## src/rtl/sa_feeder_if.sv

```systemverilog
`default_nettype none
// ============================================================================
//  Module      : sa_feeder_if
//  Description : Bus bundle between the tile buffers / PE-grid edge and the
//                systolic-array feeder.
//                master : tile-buffer side (drives start, weights, vectors)
//                slave  : feeder side (drives handshakes, grid-edge signals)
//  Signals     : start, cfg_len             - tile kick-off and vector count
//                wt_valid/wt_ready/wt_data  - weight row words (col c at c*bw)
//                act_valid/act_ready/act_data - activation vectors (row r at r*bw)
//                control_o, wt_o            - weight-chain drive to the top PEs
//                data_o, vec_valid_o        - skewed activations to the left PEs
//                busy, done                 - tile status
//  Revision    : 1.0 - initial release
// ============================================================================
interface sa_feeder_if #(
    parameter int ROWS      = 4,
    parameter int COLS      = 4,
    parameter int bit_width = 8,
    parameter int LEN_W     = 16
);
    logic                        start;
    logic [LEN_W-1:0]            cfg_len;
    logic                        wt_valid;
    logic                        wt_ready;
    logic [COLS*bit_width-1:0]   wt_data;
    logic                        act_valid;
    logic                        act_ready;
    logic [ROWS*bit_width-1:0]   act_data;
    logic                        control_o;
    logic [COLS*bit_width-1:0]   wt_o;
    logic [ROWS*bit_width-1:0]   data_o;
    logic [ROWS-1:0]             vec_valid_o;
    logic                        busy;
    logic                        done;

    modport master (
        output start, cfg_len, wt_valid, wt_data, act_valid, act_data,
        input  wt_ready, act_ready, control_o, wt_o, data_o, vec_valid_o, busy, done
    );

    modport slave (
        input  start, cfg_len, wt_valid, wt_data, act_valid, act_data,
        output wt_ready, act_ready, control_o, wt_o, data_o, vec_valid_o, busy, done
    );
endinterface
`default_nettype wire

```

## src/rtl/sa_feeder.sv

```systemverilog
`default_nettype none
// ============================================================================
//  Module      : sa_feeder
//  Description : Front end of a column-stationary systolic array. Shifts a
//                ROWS-deep weight tile down the PE weight chain (control_o=1),
//                then streams activation vectors into the rows with a
//                diagonal skew (row r delayed r cycles), then drains the skew
//                lines and pulses done.
//  Ports       : clk  - rising-edge clock
//                rst  - synchronous active-high reset
//                bus  - sa_feeder_if.slave (handshakes, grid-edge outputs)
//  Revision    : 1.0 - initial release
// ============================================================================
module sa_feeder #(
    parameter int ROWS      = 4,
    parameter int COLS      = 4,
    parameter int bit_width = 8,
    parameter int LEN_W     = 16
) (
    input wire         clk,
    input wire         rst,
    sa_feeder_if.slave bus
);
    localparam int CW = (ROWS > 1) ? $clog2(ROWS) : 1;
    localparam logic [CW-1:0]    c_wt_last    = CW'(ROWS - 1);
    localparam logic [CW-1:0]    c_drain_last = CW'((ROWS > 1) ? ROWS - 2 : 0);
    localparam logic [CW-1:0]    c_cnt_one    = CW'(1);
    localparam logic [LEN_W-1:0] c_len_one    = LEN_W'(1);
    localparam logic [LEN_W-1:0] c_len_zero   = '0;
    // A single-row array needs no drain cycles: done follows the last handshake.
    localparam bit               c_no_drain   = (ROWS == 1);

    typedef enum logic [1:0] {
        ST_IDLE   = 2'd0,
        ST_LOAD   = 2'd1,
        ST_STREAM = 2'd2,
        ST_DRAIN  = 2'd3
    } state_t;

    state_t                    r_state;
    logic [LEN_W-1:0]          r_len;
    logic [CW-1:0]             r_wt_cnt;
    logic [LEN_W-1:0]          r_vec_cnt;
    logic [CW-1:0]             r_drain_cnt;
    logic                      r_control;
    logic [COLS*bit_width-1:0] r_wt_o;
    logic                      r_wt_ready;
    logic                      r_act_ready;
    logic                      r_busy;
    logic                      r_done;

    // Ready flags are registered and only high in their own state, so they
    // double as state qualifiers for the handshakes.
    logic w_wt_hs;
    logic w_act_hs;
    assign w_wt_hs  = r_wt_ready  & bus.wt_valid;
    assign w_act_hs = r_act_ready & bus.act_valid;

    always_ff @(posedge clk) begin
        if (rst) begin
            r_state     <= ST_IDLE;
            r_len       <= '0;
            r_wt_cnt    <= '0;
            r_vec_cnt   <= '0;
            r_drain_cnt <= '0;
            r_control   <= 1'b0;
            r_wt_o      <= '0;
            r_wt_ready  <= 1'b0;
            r_act_ready <= 1'b0;
            r_busy      <= 1'b0;
            r_done      <= 1'b0;
        end else begin
            // The weight chain only shifts on handshake cycles; every other
            // cycle presents control=0 with a zero word.
            r_control <= 1'b0;
            r_wt_o    <= '0;
            r_done    <= 1'b0;
            case (r_state)
                ST_IDLE: begin
                    if (bus.start) begin
                        r_len      <= bus.cfg_len;
                        r_wt_cnt   <= '0;
                        r_vec_cnt  <= '0;
                        r_wt_ready <= 1'b1;
                        r_busy     <= 1'b1;
                        r_state    <= ST_LOAD;
                    end
                end
                ST_LOAD: begin
                    if (w_wt_hs) begin
                        r_control <= 1'b1;
                        r_wt_o    <= bus.wt_data;
                        r_wt_cnt  <= r_wt_cnt + c_cnt_one;
                        if (r_wt_cnt == c_wt_last) begin
                            r_wt_ready  <= 1'b0;
                            r_drain_cnt <= '0;
                            if (r_len != c_len_zero) begin
                                r_act_ready <= 1'b1;
                                r_state     <= ST_STREAM;
                            end else if (c_no_drain) begin
                                r_busy  <= 1'b0;
                                r_done  <= 1'b1;
                                r_state <= ST_IDLE;
                            end else begin
                                r_state <= ST_DRAIN;
                            end
                        end
                    end
                end
                ST_STREAM: begin
                    if (w_act_hs) begin
                        r_vec_cnt <= r_vec_cnt + c_len_one;
                        if (r_vec_cnt == r_len - c_len_one) begin
                            r_act_ready <= 1'b0;
                            r_drain_cnt <= '0;
                            if (c_no_drain) begin
                                r_busy  <= 1'b0;
                                r_done  <= 1'b1;
                                r_state <= ST_IDLE;
                            end else begin
                                r_state <= ST_DRAIN;
                            end
                        end
                    end
                end
                ST_DRAIN: begin
                    // ROWS-1 cycles so the deepest lane of the last vector exits.
                    if (r_drain_cnt == c_drain_last) begin
                        r_busy  <= 1'b0;
                        r_done  <= 1'b1;
                        r_state <= ST_IDLE;
                    end else begin
                        r_drain_cnt <= r_drain_cnt + c_cnt_one;
                    end
                end
                default: r_state <= ST_IDLE;
            endcase
        end
    end

    // ------------------------------------------------------------------
    // Skew lines. Lane r has r delay stages plus the output register, so a
    // vector accepted in cycle t shows lane r on data_o at t+1+r. The lines
    // shift every cycle; outside STREAM nothing is accepted so only zero
    // bubbles are injected, which is what DRAIN needs and leaves the lines
    // empty by the time the FSM is back in IDLE.
    // ------------------------------------------------------------------
    logic [bit_width-1:0] r_lane_data [ROWS];
    logic                 r_lane_vld  [ROWS];

    for (genvar r = 0; r < ROWS; r++) begin : g_lane
        logic [bit_width-1:0] w_in;
        assign w_in = w_act_hs ? bus.act_data[r*bit_width +: bit_width] : '0;

        if (r == 0) begin : g_direct
            always_ff @(posedge clk) begin
                if (rst) begin
                    r_lane_data[r] <= '0;
                    r_lane_vld[r]  <= 1'b0;
                end else begin
                    r_lane_data[r] <= w_in;
                    r_lane_vld[r]  <= w_act_hs;
                end
            end
        end else begin : g_delay
            logic [bit_width-1:0] r_line [r];
            logic [r-1:0]         r_vline;
            always_ff @(posedge clk) begin
                if (rst) begin
                    for (int k = 0; k < r; k++) begin
                        r_line[k] <= '0;
                    end
                    r_vline        <= '0;
                    r_lane_data[r] <= '0;
                    r_lane_vld[r]  <= 1'b0;
                end else begin
                    r_line[0]  <= w_in;
                    r_vline[0] <= w_act_hs;
                    for (int k = 1; k < r; k++) begin
                        r_line[k]  <= r_line[k-1];
                        r_vline[k] <= r_vline[k-1];
                    end
                    r_lane_data[r] <= r_line[r-1];
                    r_lane_vld[r]  <= r_vline[r-1];
                end
            end
        end
    end

    logic [ROWS*bit_width-1:0] w_data_o;
    logic [ROWS-1:0]           w_vec_valid;
    always_comb begin
        w_data_o    = '0;
        w_vec_valid = '0;
        for (int r = 0; r < ROWS; r++) begin
            w_data_o[r*bit_width +: bit_width] = r_lane_data[r];
            w_vec_valid[r]                     = r_lane_vld[r];
        end
    end

    assign bus.wt_ready    = r_wt_ready;
    assign bus.act_ready   = r_act_ready;
    assign bus.control_o   = r_control;
    assign bus.wt_o        = r_wt_o;
    assign bus.data_o      = w_data_o;
    assign bus.vec_valid_o = w_vec_valid;
    assign bus.busy        = r_busy;
    assign bus.done        = r_done;
endmodule
`default_nettype wire

```

## src/flat_wrapper.sv

```systemverilog
// flat-port wrapper written by rule: the top's interface ports become plain ports
module sa_feeder_flat 
#(
    parameter int ROWS      = 4,
    parameter int COLS      = 4,
    parameter int bit_width = 8,
    parameter int LEN_W     = 16
)
  (clk, rst, bus_start, bus_cfg_len, bus_wt_valid, bus_wt_data, bus_act_valid, bus_act_data, bus_wt_ready, bus_act_ready, bus_control_o, bus_wt_o, bus_data_o, bus_vec_valid_o, bus_busy, bus_done);
  sa_feeder_if #(.ROWS(ROWS), .COLS(COLS), .bit_width(bit_width), .LEN_W(LEN_W)) bus_i ();
  input wire clk;
  input wire rst;
  input wire logic [$bits(bus_i.start)-1:0] bus_start;
  input wire logic [$bits(bus_i.cfg_len)-1:0] bus_cfg_len;
  input wire logic [$bits(bus_i.wt_valid)-1:0] bus_wt_valid;
  input wire logic [$bits(bus_i.wt_data)-1:0] bus_wt_data;
  input wire logic [$bits(bus_i.act_valid)-1:0] bus_act_valid;
  input wire logic [$bits(bus_i.act_data)-1:0] bus_act_data;
  output wire logic [$bits(bus_i.wt_ready)-1:0] bus_wt_ready;
  output wire logic [$bits(bus_i.act_ready)-1:0] bus_act_ready;
  output wire logic [$bits(bus_i.control_o)-1:0] bus_control_o;
  output wire logic [$bits(bus_i.wt_o)-1:0] bus_wt_o;
  output wire logic [$bits(bus_i.data_o)-1:0] bus_data_o;
  output wire logic [$bits(bus_i.vec_valid_o)-1:0] bus_vec_valid_o;
  output wire logic [$bits(bus_i.busy)-1:0] bus_busy;
  output wire logic [$bits(bus_i.done)-1:0] bus_done;
  assign bus_i.start = bus_start;
  assign bus_i.cfg_len = bus_cfg_len;
  assign bus_i.wt_valid = bus_wt_valid;
  assign bus_i.wt_data = bus_wt_data;
  assign bus_i.act_valid = bus_act_valid;
  assign bus_i.act_data = bus_act_data;
  assign bus_wt_ready = bus_i.wt_ready;
  assign bus_act_ready = bus_i.act_ready;
  assign bus_control_o = bus_i.control_o;
  assign bus_wt_o = bus_i.wt_o;
  assign bus_data_o = bus_i.data_o;
  assign bus_vec_valid_o = bus_i.vec_valid_o;
  assign bus_busy = bus_i.busy;
  assign bus_done = bus_i.done;
  sa_feeder #(.ROWS(ROWS), .COLS(COLS), .bit_width(bit_width), .LEN_W(LEN_W)) u_core (.clk(clk), .rst(rst), .bus(bus_i));
endmodule
```

## config.mk

```make
export PLATFORM = sky130hd
export DESIGN_NAME = sa_feeder_flat
export DESIGN_NICKNAME = d
export VERILOG_FILES = /design/src/rtl/sa_feeder_if.sv /design/src/rtl/sa_feeder.sv /design/src/flat_wrapper.sv
export SDC_FILE = /design/constraint.sdc
export NUM_CORES = 1
export LEC_CHECK = 0
export ABC_AREA = 1
export CORE_MARGIN = 2
export CORE_UTILIZATION = 48
export DETAILED_ROUTE_END_ITERATION = 16
export PLACE_DENSITY = 0.83
export SLEW_MARGIN = 15
export SYNTH_ARGS = -nofsm -noshare
export SYNTH_HDL_FRONTEND = slang
export SYNTH_SLANG_ARGS = --single-unit
export TNS_END_PERCENT = 5
```

## constraint.sdc

```tcl
create_clock -name clk -period 2.2 [get_ports clk]
set_input_delay 0.66 -clock clk [delete_from_list [all_inputs] [get_ports clk]]
set_output_delay 0.66 -clock clk [all_outputs]
set_load 0.05 [all_outputs]
```

After elaboration in Yosys (flattened, before gate mapping). Memories as Yosys holds them, arrays and structs flattened. Cells that the tools add are included.

Register bits: 81. Latch bits: 0. RAM bits: 84. Memory bits (read-only): 0. Bits of input ports: 85. Output and inout port bits: 73. Word-level logic and storage cells: 130. Memories kept: 5.

Memory list: u_core.r_lane_data (words 4, bits a word 8, rd ports 4, clocked after Yosys merged registers in 0, wr ports 4, line sa_feeder.sv:148) `logic [bit_width-1:0] r_lane_data [ROWS];`; u_core.g_lane[3].g_delay.r_line (words 3, bits a word 8, rd ports 3, clocked after Yosys merged registers in 0, wr ports 3, line sa_feeder.sv:166) `logic [bit_width-1:0] r_line [r];`; u_core.g_lane[2].g_delay.r_line (words 2, bits a word 8, rd ports 2, clocked after Yosys merged registers in 0, wr ports 2, line sa_feeder.sv:166); u_core.g_lane[1].g_delay.r_line (words 1, bits a word 8, rd ports 1, clocked after Yosys merged registers in 0, wr ports 1, line sa_feeder.sv:166); u_core.r_lane_vld (words 4, bits a word 1, rd ports 4, clocked after Yosys merged registers in 0, wr ports 4, line sa_feeder.sv:149) `logic r_lane_vld [ROWS];`.

Add/sub/neg operators: 4. $mul: 0. Divide/modulo/power cells: 0. Magnitude comparators: 0. Equal/unequal tests: 14. Shift operators: 0. Multiplexer cells: 56. Bitwise operators: 18. Reductions and logical operators: 19.

Operator list (count): 8-bit two-way mux (14); 16-bit two-way mux (2); 16-bit case mux with 2 select lines (1); 2-bit two-way mux (13); 1-bit two-way mux (20); 6-bit AND reduction (3); 16-bit by 1-bit adder with 16-bit output, second input constant (1); 16-bit == test (1); 16-bit nonzero test (1); 16-bit by 1-bit subtractor with 16-bit output, second input constant (1); 1-bit OR (13); 2-bit by 1-bit != test with 1-bit output, second input constant (6); 3-bit AND reduction (3); 2-bit == test, second input constant (4); 2-bit case mux with 4 select lines (1); 2-bit nonzero test (4); 8-bit OR reduction (1); 1-bit case mux with 2 select lines (3); 2-bit case mux with 3 select lines (1); 2-bit by 1-bit adder with 2-bit output, second input constant (2); 2-bit != test, second input constant (2); 2-bit case mux with 2 select lines (1); 4-bit AND reduction (1); 2-bit OR reduction (2); other kinds (7) (10).

Logic depth before layout (Yosys ltp).
Depth after elaboration: 5. Depth in mapped cells: 17. Depth with buffers taken out: 17.

Least setup slack after synthesis. Ideal clock, no wire load.

Kind: register to register. Start point: reg u_core.r_state[0]. End point: reg u_core.r_vec_cnt[13]. Setup time: 0.132 ns. Arrival time: 1.856 ns. Required time: 2.068 ns. Path slack: 0.212 ns. Cell stages (with the launch flop): 17. Path buffers: 1. Period minus slack after synthesis: 1.988 ns. Path through: dfxtp_1 -> inv_1 -> ha_1 -> buf_6 -> nand3_2 -> o21ai_1 -> inv_1 -> nor2_2 -> nand2_2 -> nor2_2 -> nand2_2 -> nor2_2 -> nand2_2 -> nor3_2 -> nand3_1 -> nor2_1 -> nor3b_2.

Longest elaborated chain between the ends: 3. Elaborated cells on any way between the ends: 7. Classes of those cells: eq/ne (3); mux (1); reduce/logical (3).

Ends and longest elaborated chain: from (decl) (line sa_feeder.sv:40) `state_t r_state;`; from (signal assigned) (line sa_feeder.sv:61) `r_state <= ST_IDLE;`; from (signal assigned) (line sa_feeder.sv:86) `r_state <= ST_LOAD;`; from (signal assigned) (line sa_feeder.sv:99) `r_state <= ST_STREAM;`; 2-bit == test or 2-bit zero test (tied branches) (line sa_feeder.sv:78) `case (r_state)`; 2-bit by 1-bit != test with 1-bit output (no line), or another cell as far along; 3-bit AND reduction (no line); to (signal assigned) (line sa_feeder.sv:112) `r_vec_cnt <= r_vec_cnt + c_len_one;`; to (decl) (line sa_feeder.sv:43) `logic [LEN_W-1:0] r_vec_cnt;`.

Several ways; a longest one is shown, not always the timed one. A chain may end at the register's enable or synchronous reset.

==> flow_summary.toml <==
[sta]
worst_slack_ps = 18.1
grt_setup_unrepaired = "yes"
finClkSkew_ps = 10.1
fin_crit_ps = 2180
worst_pin_slew_ps = 527
maxSlewHeadroom_pct = 65.0
fmax_mhz = 458
setup_viol_count_final = 0
hold_violations = 0
setup_tns_ps = 0
period_share_pct = 99.2
timing.hold.ws_ps = 397
drv_slew = 0

[worst_setup_path]
reg2reg_slack_ps = 110
path_buf_inv = 1
cp_max_fo = 1
cp.required_ps = 1540
cp_top_family = "buffers and inverters"
cp_data_arrival_time_ps = 1520
start_kind = "flop"
slowest_delay_ps = 800
worstSetupPathType = "flop to output pin"
worstSetupEndpointType = "output pin"
crit_chain = "clkdlybuf4s50_1"
slowest_stage = "clkdlybuf4s50_1"

[clock_tree]
insertion_delay_ps = 420
path_clk_slew_ps = 60
cts-root-buf = "clkbuf_16"
cts_max_level = 4
clock_sinks = 159
postCtsSetupBuffers = 0
cts_buffer_depth = 2
cts_tree = "built"
numCtsBuffers = 17
cts_hold_buf = 0

[yosys]
synth_seq_cells = 159
synth_top_area_share_pct = 53.4
synth_fp_nets = 865
syn-cell-area_sq_um = 5960
synth-simple-area-share_pct = 25.3
synth_warnings = 0
synth_top_family_by_area = "simple AND/OR/NAND/NOR gates"
ys_seq_area_share_pct = 53.4
syn_area_per_cell_sq_um = 7.72
synth_top_cells_by_area = "dfxtp_1 53%, inv_1 11%, nor2_1 10%"
synth_compound_area_share_pct = 5.16
synth-adder-area-share_pct = 1.68
synth_xor_area_share_pct = 1.47
synth_cells = 772
synth_top_area_cell = "dfxtp_1"
synth_mux_area_share_pct = 0
yosys.cell_types.count = 35

[place]
place_inst = 1092
finalWeightedCongestion = 0.915
io_buffer_count = 157
place_ws_ps = -414
dpl.hpwl_um = 9720

[routing]
avgRoutedWirePerCell_um = 11.9
avgViaCountPerCell = 4.48
drt_first_pass_iters = 5
ant_nets = 0
drtIter0Drc = 238
wl_um = 13400
route.detailed.drc = 0
via_count = 5039

[floorplan]
io_pins = 158
initial_core_util_pct = 49.4
die_width_um = 115
core_area_sq_um = 12100
die_y_um = 115
num_rows = 40
die-area_sq_um = 13300

[final_layout]
layout.nets = 1037
layout-area-overhead-vs-synth_pct = 40.9
drive_gt1_share_pct = 10.8
fin_cells = 1125
layout_common_cells = "169 x inv_1, 164 x nor2_1, 158 x dfxtp_1, 90 x nand2_1, 84 x clkdlybuf4s50_1"
n_fill_cell = 933
multi_input_area_sq_um = 2070
final_common_cell = "inv_1"
num_antenna_cells = 0
ff_latch_area_sq_um = 3180

[worst_hold_path]
hp-class = "flop to flop"

[global_routing]
grt_max_degree = 52
gr-total-overflow = 0
grt_pass1_vias = 4861
grtUsageTotal_pct = 20.8
grt_pass1_wl_um = 21600
antenna_found_initial = 0

[power_and_ir_drop]
leakage_uw = 0.00422
powerDensity_nw_per_um2 = 1030
vdd_ir_drop_max_v = 0.000990

[flow_run]
drv_cap = 0

[status]
status = "finished, final reports clean"
[registers in the layout, indices dropped and copies added (netlist names), 2 cells and up]
register                       flops
u_core.g_lane.g_delay.r_line      48
u_core.bus.wt_o                   32
u_core.r_lane_data                32
u_core.r_vec_cnt                  16
u_core.r_state                     2
u_core.r_wt_cnt                    2
u_core.r_drain_cnt                 2
u_core.r_len                      16
u_core.g_lane.g_delay.r_vline      3
[cells by family (layout without fill, tap and decap cells)]
kind of cell / after synthesis / after routing
flip-flops: 159 / 159
AO/OA/AOI/OAI: 58 / 58
AND/OR/NAND/NOR: 337 / 338
adder cells (fa/ha/maj): 8 / 8
buffers and inverters: 200 / 384
XOR/XNOR: 10 / 10
[Yosys cell counts, drive strengths merged]
master / instances
inv: 174
a21oi: 26
nand4: 9
nor3: 10
xnor2: 4
o211ai: 1
buf: 8
ha: 8
o21a: 1
xor2: 6
or2: 1
nand3: 32
clkbuf: 17
nor3b: 8
a21o: 1
nor2: 178
a211oi: 4
o21ai: 25
nand2: 99
dfxtp: 159
clkinv: 1
[metrics by stage]
stage | area (sq um) | util (%) | power [uW]
3_5_place_dp | 7770 | 64.4 | 5660
4_1_cts | 8300 | 68.8 | 8600
2_1_floorplan | 5960 | - | 4950
5_1_grt | 8400 | 69.6 | 9130
3_3_place_gp | 7770 | 64.4 | 5600
6_report | 8400 | 69.6 | 8640
[layer usage]
metal	GRT usage (%)	wire, um	part of all wire (%)
met1	21.7	5080	38
met2	37.6	6850	51
met3	8.84	1300	9.7
met4	7.31	198	1.5
met5	0	0	0
[layout make-up]
type,instances,share of cell area [%]
flip-flops and latches,159,37.9
multi-input cells,414,24.7
repair buffers,177,20.0
inverters,175,7.82
clock buffers,21,5.60
well taps,168,2.50
clock inverters,11,1.53
[power by group]
group | internal (uW) | switching (uW)
registers | 3100 | 166
logic | 941 | 1480
clock network | 1780 | 1170
total | 5820 | 2820
[path summary, 6_finish.rpt]
path | start | end | cells after the start
setup reg to reg | u_core.r_state[0] | u_core.r_vec_cnt[13] | 15
setup / recovery | u_core.r_lane_data[2][6] | bus_data_o[22] | 1
hold / removal | u_core.g_lane[3].g_delay.r_line[0][15] | u_core.g_lane[3].g_delay.r_line[0][23] | 2
hold reg to reg | u_core.g_lane[3].g_delay.r_line[0][15] | u_core.g_lane[3].g_delay.r_line[0][23] | 2
[repair_timing]
action | 4_1_cts | 5_1_grt
gates resized for setup | 53 | 25
setup endpoints to repair | 53 | 21
pin swaps | 0 | 3
cloned | 0 | 1
Power figures use the tool's default switching activity.
